[config.mk]
export PLATFORM = sky130hd
export DESIGN_NAME = expr_eval
export DESIGN_NICKNAME = d
export VERILOG_FILES = /design/src/rtl/expr_eval_pkg.sv /design/src/rtl/expr_eval_alu.sv /design/src/rtl/expr_eval.sv
export SDC_FILE = /design/constraint.sdc
export NUM_CORES = 1
export LEC_CHECK = 0
export CORE_ASPECT_RATIO = 1.1
export CORE_MARGIN = 5
export CORE_UTILIZATION = 30
export CTS_BUF_LIST = sky130_fd_sc_hd__clkbuf_4 sky130_fd_sc_hd__clkbuf_8
export DETAILED_ROUTE_END_ITERATION = 6
export PLACE_DENSITY_LB_ADDON = 0.3
export SLEW_MARGIN = 20
export SYNTH_ARGS = -nofsm -noshare
export SYNTH_HDL_FRONTEND = slang
export SYNTH_SLANG_ARGS = --single-unit
[constraint.sdc]
create_clock -name clk -period 4.05 [get_ports clk]
set_input_delay 0.81 -clock clk [delete_from_list [all_inputs] [get_ports clk]]
set_output_delay 0.81 -clock clk [all_outputs]
set_load 0.01 [all_outputs]
[src/rtl/expr_eval_pkg.sv]
// Shared types and character constants for the expression-evaluation stages.
package expr_eval_pkg;

  typedef enum logic [1:0] {
    StExpNum = 2'd0,
    StExpOp  = 2'd1,
    StErr    = 2'd3
  } state_e;

  localparam logic [7:0] Ch0    = 8'h30;
  localparam logic [7:0] Ch9    = 8'h39;
  localparam logic [7:0] ChPlus = 8'h2b;
  localparam logic [7:0] ChMul  = 8'h2a;

  function automatic logic is_digit(logic [7:0] c);
    return (c >= Ch0) && (c <= Ch9);
  endfunction

endpackage

[src/rtl/expr_eval_alu.sv]
// Combinational arithmetic for the evaluator: term multiply by a digit and term accumulate.
module expr_eval_alu #(
  parameter int unsigned W = 8
) (
  input  logic [W-1:0] sum,
  input  logic [W-1:0] prod,
  input  logic [3:0]   digit,
  output logic [W-1:0] prod_mul,
  output logic         mul_ovf,
  output logic [W-1:0] sum_add,
  output logic         add_carry
);

  logic [2*W-1:0] full_prod;

  assign full_prod = (2*W)'(prod) * (2*W)'(digit);
  assign prod_mul  = full_prod[W-1:0];
  assign mul_ovf   = |full_prod[2*W-1:W];

  assign {add_carry, sum_add} = {1'b0, sum} + {1'b0, prod};

endmodule

[src/rtl/expr_eval.sv]
// Evaluates a digit/'+'/'*' character stream with '*' precedence; value valid when ok=1.
module expr_eval
  import expr_eval_pkg::*;
#(
  parameter int unsigned W = 8
) (
  input  logic         clk,
  input  logic         clr_n,
  input  logic         restart,
  input  logic         in_valid,
  input  logic [7:0]   in,
  output logic         ok,
  output logic [W-1:0] result,
  output logic         ovf
);

  state_e       state_q, state_d;
  logic [W-1:0] sum_q, sum_d;
  logic [W-1:0] prod_q, prod_d;
  logic         ovf_q, ovf_d;

  logic [W-1:0] prod_mul, sum_add;
  logic         mul_ovf, add_carry;

  // Low nibble of an ASCII digit is its value; only used when is_digit(in) holds.
  expr_eval_alu #(
    .W(W)
  ) u_alu (
    .sum      (sum_q),
    .prod     (prod_q),
    .digit    (in[3:0]),
    .prod_mul (prod_mul),
    .mul_ovf  (mul_ovf),
    .sum_add  (sum_add),
    .add_carry(add_carry)
  );

  always_ff @(posedge clk or negedge clr_n) begin
    if (!clr_n) begin
      state_q <= StExpNum;
      sum_q   <= '0;
      prod_q  <= W'(1);
      ovf_q   <= 1'b0;
    end else begin
      state_q <= state_d;
      sum_q   <= sum_d;
      prod_q  <= prod_d;
      ovf_q   <= ovf_d;
    end
  end

  always_comb begin
    state_d = state_q;
    sum_d   = sum_q;
    prod_d  = prod_q;
    ovf_d   = ovf_q;
    if (restart) begin
      state_d = StExpNum;
      sum_d   = '0;
      prod_d  = W'(1);
      ovf_d   = 1'b0;
    end else if (in_valid) begin
      case (state_q)
        StExpNum: begin
          if (is_digit(in)) begin
            prod_d  = prod_mul;
            ovf_d   = ovf_q | mul_ovf;
            state_d = StExpOp;
          end else begin
            state_d = StErr;
          end
        end
        StExpOp: begin
          if (in == ChPlus) begin
            sum_d   = sum_add;
            prod_d  = W'(1);
            ovf_d   = ovf_q | add_carry;
            state_d = StExpNum;
          end else if (in == ChMul) begin
            state_d = StExpNum;
          end else begin
            state_d = StErr;
          end
        end
        StErr:   state_d = StErr;
        default: state_d = StErr;
      endcase
    end
  end

  // The result adder carry is deliberately not folded into ovf.
  assign ok     = (state_q == StExpOp);
  assign result = ok ? sum_add : '0;
  assign ovf    = ovf_q;

endmodule

=== Word level (Yosys, flattened, before mapping) ===
Cells that the tools add are included.
W data, S select, Z words.

* Multiplexer cells: 21
* Equality and inequality tests: 5
* Magnitude comparators: 2
* $mul: 1
* Reductions and logical operators: 9
* Add/sub/neg operators: 1
* Bitwise gates (word level): 2

{| class="wikitable"
|+ Operators by type and width
! operator !! count
|-
| $mux W8 || 9
|-
| $eq A8 B6 Y1 const B || 2
|-
| $pmux W8 S2 || 1
|-
| $mul A8 B4 Y12 || 1
|-
| $mux W2 || 5
|-
| $add A8 B8 Y9 || 1
|-
| $ge A8 B6 Y1 const B || 1
|-
| $le A8 B6 Y1 const B || 1
|-
| $reduce_bool A2 Y1 || 3
|-
| $mux W1 || 4
|-
| $pmux W2 S2 || 1
|-
| $reduce_and A4 Y1 || 1
|-
| $reduce_or A4 Y1 || 1
|-
| $ne A3 B2 Y1 const B || 1
|-
| $ne A3 B3 Y1 const B || 1
|-
| $reduce_and A3 Y1 || 1
|-
| $reduce_bool A3 Y1 || 1
|-
| $eq A2 B1 Y1 const B || 1
|-
| $logic_not A2 Y1 || 1
|-
| $or A1 B1 Y1 || 2
|-
| $pmux W1 S2 || 1
|-
| $logic_and A1 B1 Y1 || 1
|}

* Register bits after elaboration: 19
* Word-level logic and storage cells: 45
* Output and inout port bits: 10

=== Depth between registers and ports, before layout ===
* Word-level depth: 7
* Gate-level depth with buffers: 13

=== Modules after synthesis ===
From an unflattened synthesis, not the netlist that was laid out.

* Cells, all modules: 254
* Area, all modules: 2252.2 µm²

{| class="wikitable"
|+ Modules (own cells, without submodules)
! module !! times used !! area an instance (µm²) !! cells each
|-
| expr_eval_alu || 1 || 1213.7 || 152
|-
| expr_eval || 1 || 1038.5 || 102
|}

=== Worst setup path before layout ===
No wires, ideal clock.

* Kind: input -> register
* Start point: input in[2]
* End point: register ovf_q (netlist: ovf)
* Data arrival time: 3.725 ns
* Cell stages on the path: 12
* Required time: 3.921 ns
* Setup time: 0.129 ns
* Path buffers: 1
* Slack: 0.196 ns
* Cell sequence: clkbuf_1 nand2_1 fa_1 inv_1 fa_1 fa_1 a21o_1 a21o_1 nand4_1 mux2_2 nor3_1 a31oi_1

* Cells in the longest elaborated chain, start to end: 7
* Elaborated cells between the ends (all ways): 14
* Those cells by class: 1 x mul; 2 x order compare; 3 x eq/ne; 4 x mux; 1 x bitwise; 3 x reduce/logical

{| class="wikitable"
|+ RTL lines
! item !! RTL line !! RTL
|-
| start: declaration || expr_eval.sv:11 || <nowiki>input logic [7:0] in,</nowiki>
|-
| $mul A8 B4 Y12 || expr_eval_alu.sv:16 || <nowiki>assign full_prod = (2*W)'(prod) * (2*W)'(digit);</nowiki>
|-
| $reduce_or A4 Y1 || expr_eval_alu.sv:18 || <nowiki>assign mul_ovf = |full_prod[2*W-1:W];</nowiki>
|-
| $or A1 B1 Y1 || expr_eval.sv:67 || <nowiki>ovf_d = ovf_q | mul_ovf;</nowiki>
|-
| $mux W1 || expr_eval.sv:65 || <nowiki>if (is_digit(in)) begin</nowiki>
|-
| $pmux W1 S2 || expr_eval.sv:63 || <nowiki>case (state_q)</nowiki>
|-
| $mux W1 || expr_eval.sv:62 || <nowiki>end else if (in_valid) begin</nowiki>
|-
| $mux W1 || expr_eval.sv:57 || <nowiki>if (restart) begin</nowiki>
|-
| end signal: assignment || expr_eval.sv:48 || <nowiki>ovf_q <= ovf_d;</nowiki>
|-
| end: declaration || expr_eval.sv:20 || <nowiki>logic ovf_q, ovf_d;</nowiki>
|}

Parallel ways exist; a longest one is shown, timed or not. The select of a mux whose other input is x is not followed.
A chain may end at the register's enable or synchronous reset.

=== Worst setup path after layout ===
Same ends and word-level chain as after synthesis.

==> qor.csv <==
metric,value,unit
outcome,completed,
ys_warn_count,0,
cts_tree,yes,
wl_met1,2440,microns
vias,1843,
routed.top_layer,met4,
viasPerCell,4.89,
synth.area.top_cells,"dfrtp_1 (20%), ha_1 (13%), fa_1 (12%)",
cp.required,4190,ps
pwr-share-clk,15.1,%
max_slew_margin,37.5,%
numPortBuffers,21,
post_cts_buffers,0,
setup_viol,0,
wl_per_cell,13.5,microns
n_antenna_cell,0,
crit_path_end_kind,register,
synth_edf_count,0,
min_period_over_period,96.8,%
crit_arrival,4060,ps
cts.sinks,19,
antenna_found_initial,0,
ys_seq_area_share,21.2,%
syn_nets,306,
grt_usage,11.5,%
holdWs,494,ps
async_reset_ff_share,100,%
p_int,0.557,mW
cts_hold_buf,0,
worst_skew_pair.late_latency,260,ps
fin_crit,3920,ps
yosysUniqueCellTypes,51,
rows,33,
maxCapViolCount,0,
coreArea,7390,sq um
grt_pass1_wl,8760,microns
grt_pass1_vias,1823,
drive_gt1_share,12.8,%
drt-initial-drc-count,37,
fin_setup_tns,0,ps
cts-htree-levels,1,
wirelength,5100,microns
synth_top_area_cell,dfrtp_1,
ys.flop_type,dfrtp_1,
first_pass_iters,4,
syn-mean-instance-area,8.74,sq um
num_io_pins,22,
worst_pin_slew,935,ps
yosys.area.top_type_share,20.0,%
grt_max_degree,20,
post_dp_cell_area,2640,sq um
hold_viol,0,
dr_wl_met3,124,microns
overflow,0,
synth_seq_cells,19,
die_area,9320,sq um
seqPwrFrac,28.9,%
clockRootBuffer,clkbuf_8,
yosys-top-cells-count,"nand2_1 (35), ha_1 (24), and2_1 (22)",
grt_setup_unrepaired,no,
fin_area,2710,sq um
syn_inst,257,
cts.clk_slew.worst_paths,70,ps
p_leak,1.30,nW
critPathKind,input port to register,
synthesis.area,2250,sq um
fillers,760,
drc_errors,0,
switching_share,41.0,%
dp_hpwl,4190,microns
ant_nets,0,
powerDensity,348,nW/um^2
finClkSkew,3.20,ps
hold_path.class,register to register,
yosysMostFrequentCell,nand2_1,
area_delta_synth_final,20.6,%
slew_viol_final,0,
cts.path.max_buffers,2,
peakVddDrop,0.000232,V
die_height,101,microns
cts_buffers,3,
fmax,255,MHz
p_sw,0.387,mW
die_w,92.5,microns
dr_wl_met2,2480,microns
critPathLaunchType,input port,
finalNetCount,340,
critical_path_peak_fanout,4,
start_util,30.4,%
combPwrFrac,56.0,%
gp_congestion,0.756,
cell families (layout without fill, tap and decap cells):
kind of cell | Yosys count | count (layout) | synth area share (%)
AO/OA/AOI/OAI | 55 | 55 | 18.3
XOR/XNOR | 10 | 10 | 3.90
AND/OR/NAND/NOR | 101 | 101 | 23.9
flip-flops | 19 | 19 | 21.2
buffers and inverters | 31 | 64 | 5.96
multiplexers | 4 | 4 | 1.84
adder cells (fa/ha/maj) | 37 | 37 | 24.9
state kept, by name, summed over array words and instances, names as in the netlist:
register	cells
ovf	1
prod_q	8
state_q	2
sum_q	8
layout make-up:
type | count | area, sq um | area share, %
multi-input cells | 207 | 1650 | 61.0
flip-flops and latches | 19 | 477 | 17.6
repair buffers | 38 | 340 | 12.6
well taps | 87 | 109 | 4.02
inverters | 22 | 82.6 | 3.05
clock buffers | 4 | 48.8 | 1.80
stage by stage:
step	worst slack (ps)	total power [mW]	util, %	instances
3_5_place_dp	-156	0.799	35.8	373
2_1_floorplan	196	0.622	-	257
5_1_grt	2.05	1.04	36.7	377
3_3_place_gp	-99.4	0.797	35.8	373
4_1_cts	113	0.949	36.4	377
6_report	131	0.944	36.7	377
worst max-delay path, cell delays in order:
cell and delay, ps:
clkdlybuf4s50_1 510, nand2_1 90, fa_1 510, inv_1 50, fa_1 520, fa_1 470
a21o_1 210, a21o_1 190, nand4_1 90, mux2_2 330, nor3_1 150, a31oi_1 110
power groups by stage:
stage          combinational, mW  clock, mW  sequential (mW)
5_1_grt                    0.601      0.156            0.279
6_report                   0.529      0.142            0.273
2_1_floorplan              0.362          0            0.260
4_1_cts                    0.528      0.148            0.273
3_5_place_dp               0.523          0            0.276
3_3_place_gp               0.521          0            0.276
layer usage:
metal	GRT usage (%)	up-vias
met4	3.09	0
met3	1.34	5
met5	0	-
met2	18.9	22
met1	16.0	876
li1	-	940
what timing repair did:
item / 4_1_cts / 5_1_grt
hold endpoints to repair: 0 / 0
endpoints found under the setup margin: 0 / 1
resized for setup: 0 / 4
worst paths after layout:
| check | start | depth (start not counted) | endpoint | slack (ps) |
|---|---|---|---|---|
| setup reg to reg | prod_q[0] | 11 | ovf | 600 |
| hold reg to reg | sum_q[5] | 2 | sum_q[5] | 490 |
| hold / removal | sum_q[5] | 2 | sum_q[5] | 490 |
| setup / recovery | in[2] | 12 | ovf | 130 |
| min in group asynchronous | clr_n | 1 | sum_q[3] | 1070 |
| max in group asynchronous | clr_n | 1 | prod_q[5] | 2410 |
cells in the final DEF (no fill, tap or decap), types with 2 or more instances in the layout:
| cell type | count |
|---|---|
| a211oi_1 | 2 |
| a21o_1 | 5 |
| a21oi_1 | 7 |
| a31oi_4 | 2 |
| and2_1 | 22 |
| buf_4 | 17 |
| clkbuf_8 | 3 |
| clkdlybuf4s50_1 | 20 |
| dfrtp_1 | 18 |
| fa_1 | 13 |
| ha_1 | 24 |
| inv_1 | 21 |
| mux2i_1 | 3 |
| nand2_1 | 35 |
| nand2b_1 | 6 |
| nand3_1 | 3 |
| nand4_1 | 2 |
| nor2_1 | 16 |
| nor2b_1 | 3 |
| nor3_1 | 6 |
| o21a_1 | 3 |
| o21ai_0 | 4 |
| o21ai_1 | 8 |
| o21bai_1 | 3 |
| o22ai_1 | 2 |
| o31ai_1 | 8 |
| xnor2_1 | 6 |
| xor2_1 | 4 |
No activity file was read; power rests on OpenSTA's default activity.
